[config.mk]
export PLATFORM = sky130hd
export DESIGN_NAME = locker_arbiter
export DESIGN_NICKNAME = d
export VERILOG_FILES = /design/src/rtl/locker_arbiter.sv
export SDC_FILE = /design/constraint.sdc
export NUM_CORES = 1
export LEC_CHECK = 0
export ABC_AREA = 1
export CAP_MARGIN = 20
export CORE_MARGIN = 10
export CORE_UTILIZATION = 46
export CTS_CLUSTER_DIAMETER = 100
export DETAILED_ROUTE_END_ITERATION = 7
export PLACE_DENSITY = 0.76
export SLEW_MARGIN = 5
export SYNTH_ARGS = -nofsm -noshare
export SYNTH_HDL_FRONTEND = slang
export SYNTH_SLANG_ARGS = --single-unit
export TNS_END_PERCENT = 1
[constraint.sdc]
create_clock -name clk -period 1.28 [get_ports clk]
set_input_delay 0.128 -clock clk [delete_from_list [all_inputs] [get_ports clk]]
set_output_delay 0.128 -clock clk [all_outputs]
set_load 0.01 [all_outputs]
[src/rtl/locker_arbiter.sv]
// Round-robin arbiter that locks one shared 4-phase req/ack channel to a single
// upstream owner for a full return-to-zero cycle. Handshake inputs are synchronized.
module locker_arbiter #(
   parameter int size        = 2,
   parameter int sync_stages = 2,
   parameter int cnt_width   = 16
) (
   input  logic                 clk,
   input  logic                 rst,
   input  logic                 lock,
   input  logic [size-1:0]      req_in,
   output logic [size-1:0]      ack_in,
   output logic                 req_out,
   input  logic                 ack_out,
   output logic [size-1:0]      grant,
   output logic                 busy,
   output logic [cnt_width-1:0] count
);
   localparam int pw = (size > 1) ? $clog2(size) : 1;

   typedef enum logic [1:0] {
      IDLE = 2'd0,
      REQ  = 2'd1,
      HOLD = 2'd2,
      REL  = 2'd3
   } state_t;

   state_t                           state_r;
   logic [sync_stages-1:0][size-1:0] req_pipe_r;
   logic [sync_stages-1:0]           ack_pipe_r;
   logic [size-1:0]                  rs_s;
   logic                             as_s;
   logic [pw-1:0]                    ptr_r;
   logic [pw-1:0]                    gidx_r;
   logic [pw-1:0]                    win_s;
   logic                             any_s;
   logic [pw:0]                      idx_s;

   function automatic logic [size-1:0] onehot(input logic [pw-1:0] i);
      logic [size-1:0] v;
      v    = '0;
      v[i] = 1'b1;
      return v;
   endfunction

   assign rs_s = req_pipe_r[sync_stages-1];
   assign as_s = ack_pipe_r[sync_stages-1];

   // Input synchronizer chains for the asynchronous handshake lines
   always_ff @(posedge clk or posedge rst) begin
      if (rst) begin
         req_pipe_r <= '0;
         ack_pipe_r <= '0;
      end else begin
         req_pipe_r[0] <= req_in;
         ack_pipe_r[0] <= ack_out;
         for (int k = 1; k < sync_stages; k++) begin
            req_pipe_r[k] <= req_pipe_r[k-1];
            ack_pipe_r[k] <= ack_pipe_r[k-1];
         end
      end
   end

   // Cyclic search from ptr; scanning offsets downward lets the nearest requester win
   always_comb begin
      win_s = ptr_r;
      any_s = 1'b0;
      idx_s = '0;
      for (int i = size - 1; i >= 0; i--) begin
         idx_s = {1'b0, ptr_r} + (pw+1)'(i);
         if (idx_s >= (pw+1)'(size)) begin
            idx_s = idx_s - (pw+1)'(size);
         end else begin
            idx_s = idx_s;
         end
         if (rs_s[idx_s[pw-1:0]]) begin
            win_s = idx_s[pw-1:0];
            any_s = 1'b1;
         end else begin
            any_s = any_s;
         end
      end
   end

   // Handshake sequencer with registered outputs
   always_ff @(posedge clk or posedge rst) begin
      if (rst) begin
         state_r <= IDLE;
         ptr_r   <= '0;
         gidx_r  <= '0;
         grant   <= '0;
         ack_in  <= '0;
         req_out <= 1'b0;
         busy    <= 1'b0;
         count   <= '0;
      end else begin
         case (state_r)
            IDLE: begin
               if (!lock && any_s && !as_s) begin
                  state_r <= REQ;
                  gidx_r  <= win_s;
                  grant   <= onehot(win_s);
                  req_out <= 1'b1;
                  busy    <= 1'b1;
               end
            end
            REQ: begin
               if (as_s) begin
                  state_r <= HOLD;
                  ack_in  <= grant;
               end
            end
            HOLD: begin
               if (!rs_s[gidx_r]) begin
                  state_r <= REL;
                  req_out <= 1'b0;
               end
            end
            REL: begin
               if (!as_s) begin
                  state_r <= IDLE;
                  ack_in  <= '0;
                  grant   <= '0;
                  busy    <= 1'b0;
                  ptr_r   <= (gidx_r == pw'(size - 1)) ? '0 : gidx_r + pw'(1);
                  count   <= count + cnt_width'(1);
               end
            end
            default: begin
               state_r <= IDLE;
               ack_in  <= '0;
               grant   <= '0;
               req_out <= 1'b0;
               busy    <= 1'b0;
            end
         endcase
      end
   end
endmodule

### Yosys cells after proc, flatten, opt, wreduce, memory -nomap -nowiden

Index checks and enable logic that the tools add are counted.

* logic and storage cells: 75
* bits of input ports: 6
* output and inout bits: 22
* bits in registers: 32

* bitwise logic cells: 1
* reduce and logical (&&, ||, !) cells: 15
* equality and inequality tests: 7
* muxes and demuxes: 29
* order comparisons: 7
* add/subtract/negate cells: 5

Operators with widths (count)
* $mux 1: 17
* $add 16x1->16 const B: 1
* $mux 2: 6
* $reduce_and 3->1: 3
* $lt 1x2->1 const B: 4
* $ne 2x2->1 const B: 4
* $pmux 2 s2: 2
* $pmux 2 s4: 1
* $reduce_bool 2->1: 3
* $eq 2x2->1 const B: 2
* $pmux 1 s2: 2
* $reduce_and 2->1: 2
* $reduce_and 4->1: 1
* $logic_and 1x1->1: 3
* $add 1x1->2 const B: 1
* $eq 2x1->1 const B: 1
* $ge 1x2->1 const B: 1
* $ge 2x2->1 const B: 1
* $logic_not 1->1: 2
* $logic_not 2->1: 1
* $sub 1x1->1 const B: 2
* $add 1x1->1 const B: 1
* $demux 1 s1: 1
* $ge 1x1->1 const B: 1
* $not 1->1: 1

### Depth between registers and ports, before layout

Gate-level depths: netlist of the first run.

* depth in word-level cells: 13
* gate-level depth with buffers: 8
* mapped depth without buffers: 8

### Worst setup path after synthesis of the first run

No wires, ideal clock.

* kind: reg-to-reg
* from: register state_r[0]
* to: register count[15]
* slack: -0.057 ns
* stages on the path, launching flop included: 9
* arrival: 1.220 ns
* path buffers: 0
* data required time: 1.163 ns
* period minus slack after synthesis: 1.337 ns
* library setup time: 0.117 ns
* cells stage by stage: dfrtp_1 -> ha_1 -> nand3_2 -> nor2_4 -> nand2_2 -> nor2_2 -> nand2_1 -> nand2_1 -> nand2_1

* longest elaborated chain between the ends: 2

RTL lines
* from (decl): line 28 `state_t state_r;`
* from (signal assigned): line 88 `state_r <= IDLE;`
* from (signal assigned): line 100 `state_r <= REQ;`
* from (signal assigned): line 109 `state_r <= HOLD;`
* $eq 2x2->1: line 97 `case (state_r)`
* $reduce_and 2->1 (no source line)
* to (signal assigned): line 126 `count <= count + cnt_width'(1);`
* to (decl): line 17 `output logic [cnt_width-1:0] count`

No other way between the ends.
A chain may end at the register's enable or synchronous reset.

### Final worst setup path of the first run

* from: register state_r[1]
* to: register count[15]

Same word-level chain as after synthesis.

==> results.toml, run 1 <==
[logic_synthesis]
synth_nets = 170
synth_top_area_share_pct = 54.7
seq_area_frac_synth_pct = 54.7
ys_types = 20
ys_warn_count = 0
synth_top_cell_by_area = "dfrtp_1"
ys_top_cells_by_area = "dfrtp_1 55%, nand2_1 10%, inv_1 6.4%, xor2_1 4.8%, ha_1 4.3%"
syn_area_sq_um = 1460
syn_avg_cell_area_sq_um = 9.20
ys_seq_elements = 32
synthCells = 159

[critical_path]
crit_family = "simple AND/OR/NAND/NOR gates"
required_ps = 1520
worst_r2r_path_depth = 8
end_kind = "register"
slowest_stage = "dfrtp_2"
max_stage_delay_ps = 430
cp.arrival_ps = 1580
cp.buffers_inverters = 0
crit_chain = "ha_4 -> nand3_2 -> nor2_4 -> nand2_2 -> nor2_4 -> nand2_1 -> nand2_1 -> nand2_1"
crit_top_cell = "nand2_1"
start_kind = "register"
path_class = "register to register"
crit_fanout = 5
cp.depth = 8

[outcome]
violations = "setup timing"
status = "complete, but fails checks"

[finish]
fillerInstances = 261
fin_nets = 218
layout.cells.non_filler = 251
final_common_cell = "nand2_1"
final_cell_mix = "37 x nand2_1, 30 x dfrtp_1, 22 x inv_1"
fin_area_sq_um = 2010
layout-drive-gt1-share_pct = 22.2
area_delta_synth_final_pct = 37.6
antennaDiodeCount = 0

[clocking]
clk_pin_slew_ps = 100
cts_tree = "built"
htreeDepth = 2
cts_buffer_depth = 2
clockRootBuffer = "clkbuf_4"
cts.sinks = 32
cts_buffers = 5
insertion_delay_ps = 340

[timing]
hold_viol_final = 0
skew_ps = 7.22
timing.slew.headroom_pct = 81.3
setup_viol = 9
tightest_slew_ps = 278
slew_violations = 0
fin_crit_sh_pct = 105
fin_tns_setup_ps = -240
rsz0062_at_grt = "yes"
fmax_mhz = 746
fin_crit_ps = 1340
worst_slack_ps = -60.6

[place]
dp.cells = 238
post_dp_cell_area_sq_um = 1870
gp_congestion = 0.914
port-buffer-count = 27
place_hpwl_um = 2330

[grt]
grt_max_degree = 33
grt_use_total_pct = 11.3
overflow = 0
grt_pass1_vias = 1243
grt_pass1_wl_um = 5370
grt_antenna_before_repair = 0

[route]
drc_errors = 0
drtAntennaViolNets = 0
drt-initial-drc-count = 78
vias_per_cell = 4.81
dr.pass1.iters = 4
wl_per_cell_um = 13.2
wl_um = 3320
dr_total_vias = 1207

[floorplanning]
rows = 20
core_sq_um = 3050
initial_core_util_pct = 47.9
die_w_um = 76.4
pin_count = 28
die_area_sq_um = 5840
die_h_um = 76.4

[power]
powerDensity_nw_per_um2 = 1710
ir_worst_vdd_uv = 1200
leakage_nw = 1.06

[flow_run]
cap_violations = 0

[hold_path]
hold_class = "primary input to async pin"
==> cell usage after synthesis <==
cell type and instances:
nand2_2 2, o21ai_0 10, inv_2 1, nand3b_1 1
nand3_1 7, nand2_1 39, inv_1 25, nor2_2 1
xnor2_1 4, nor2_1 9, xor2_1 8, nand3_2 1
o211ai_1 1, nand4_1 6, a21oi_1 1, o21a_1 1
dfrtp_1 32, ha_1 5, nor3_1 3, nor2_4 2
==> final timing paths <==
path	from	slack (ps)	end
worst min register to register	ack_pipe_r[0]	360	ack_pipe_r[1]
worst max register to register	state_r[1]	-60	count[15]
min in group clk	ack_out	230	ack_pipe_r[0]
worst max-delay path	state_r[1]	-60	count[15]
worst min-delay path	rst	160	count[11]
max in group asynchronous	rst	930	state_r[0]
==> state kept, by name, indices dropped and copies added (netlist names) <==
| name | flops |
|---|---|
| ack_pipe_r | 2 |
| gidx_r | 1 |
| ack_in | 2 |
| req_pipe_r | 2 |
| rs_s | 2 |
| grant | 2 |
| state_r | 2 |
| req_out | 1 |
| busy | 1 |
| count | 16 |
| ptr_r | 1 |
==> cells by family (layout without fill, tap and decap cells) <==
logic type                 Yosys count  after routing  synth area share [%]
and+or+nand+nor                     71             71                  22.3
AOI/OAI and AO/OA                   13             13                  4.79
xor gates and xnor gates            12             12                  7.19
adders and majority gates            5              5                  4.28
DFF                                 32             32                  54.7
buffers and inverters               26             74                  6.67
==> report_power, final <==
| part | leakage (nW) | switching (mW) | internal [mW] | total [mW] |
|---|---|---|---|---|
| Clock | 0.0374 | 0.333 | 0.311 | 0.644 |
| Sequential | 0.411 | 0.194 | 1.24 | 1.43 |
| Combinational | 0.615 | 0.750 | 0.624 | 1.37 |
| Total | 1.06 | 1.28 | 2.17 | 3.45 |
==> layer usage <==
| layer | vias to the layer above | routed length [um] | track usage (%) |
|---|---|---|---|
| li1 | 594 | - | - |
| met1 | 584 | 1360 | 11.0 |
| met2 | 25 | 1750 | 20.0 |
| met3 | 4 | 194 | 6.13 |
| met4 | 0 | 21 | 3.72 |
| met5 | - | 0 | 0 |
==> worst register-to-register path, stage by stage (launching register included) <==
cell and delay (ps):
dfrtp_2 430, ha_4 180, nand3_2 110, nor2_4 140, nand2_2 100, nor2_4 120
nand2_1 60, nand2_1 70, nand2_1 50
==> area by class of cell <==
type,count,area [sq um],area share (%)
Clock buffer,7,65.1,3.23
Sequential cell,32,803,39.9
Tap cell,44,55.1,2.73
Inverter,26,97.6,4.85
Timing Repair Buffer,41,357,17.7
Multi-Input combinational cell,101,636,31.6
==> repair_timing <==
action | 4_1_cts | 5_1_grt
hold buffers | 0 | 0
setup endpoints to repair | 36 | 20
endpoints found under the hold margin | 0 | 0
setup buffers | 5 | 1
pin swaps | 3 | 8
cloned | 0 | 0
resized for setup | 29 | 19
==> stage by stage <==
stage / total power [mW] / utilization (%) / setup WS, ps / hold slack (ps)
final: 3.45 / 65.9 / -60.6 / 158
after global routing: 3.69 / 65.9 / -142 / 177
after CTS: 3.32 / 64.5 / -106 / 179
after detailed placement: 2.71 / 61.4 / -91.6 / 338
after global placement: 2.64 / 61.4 / -25.4 / 333
after floorplan: 2.12 / - / 7.86 / 159
(Power assumes the default switching activity.)
==> inputs of run 2 (changes only) <==
HOLD_SLACK_MARGIN = 0.03   (was not set)
==> results of run 2 <==
Final layout, timing and power as in run 1 (identical DEF).
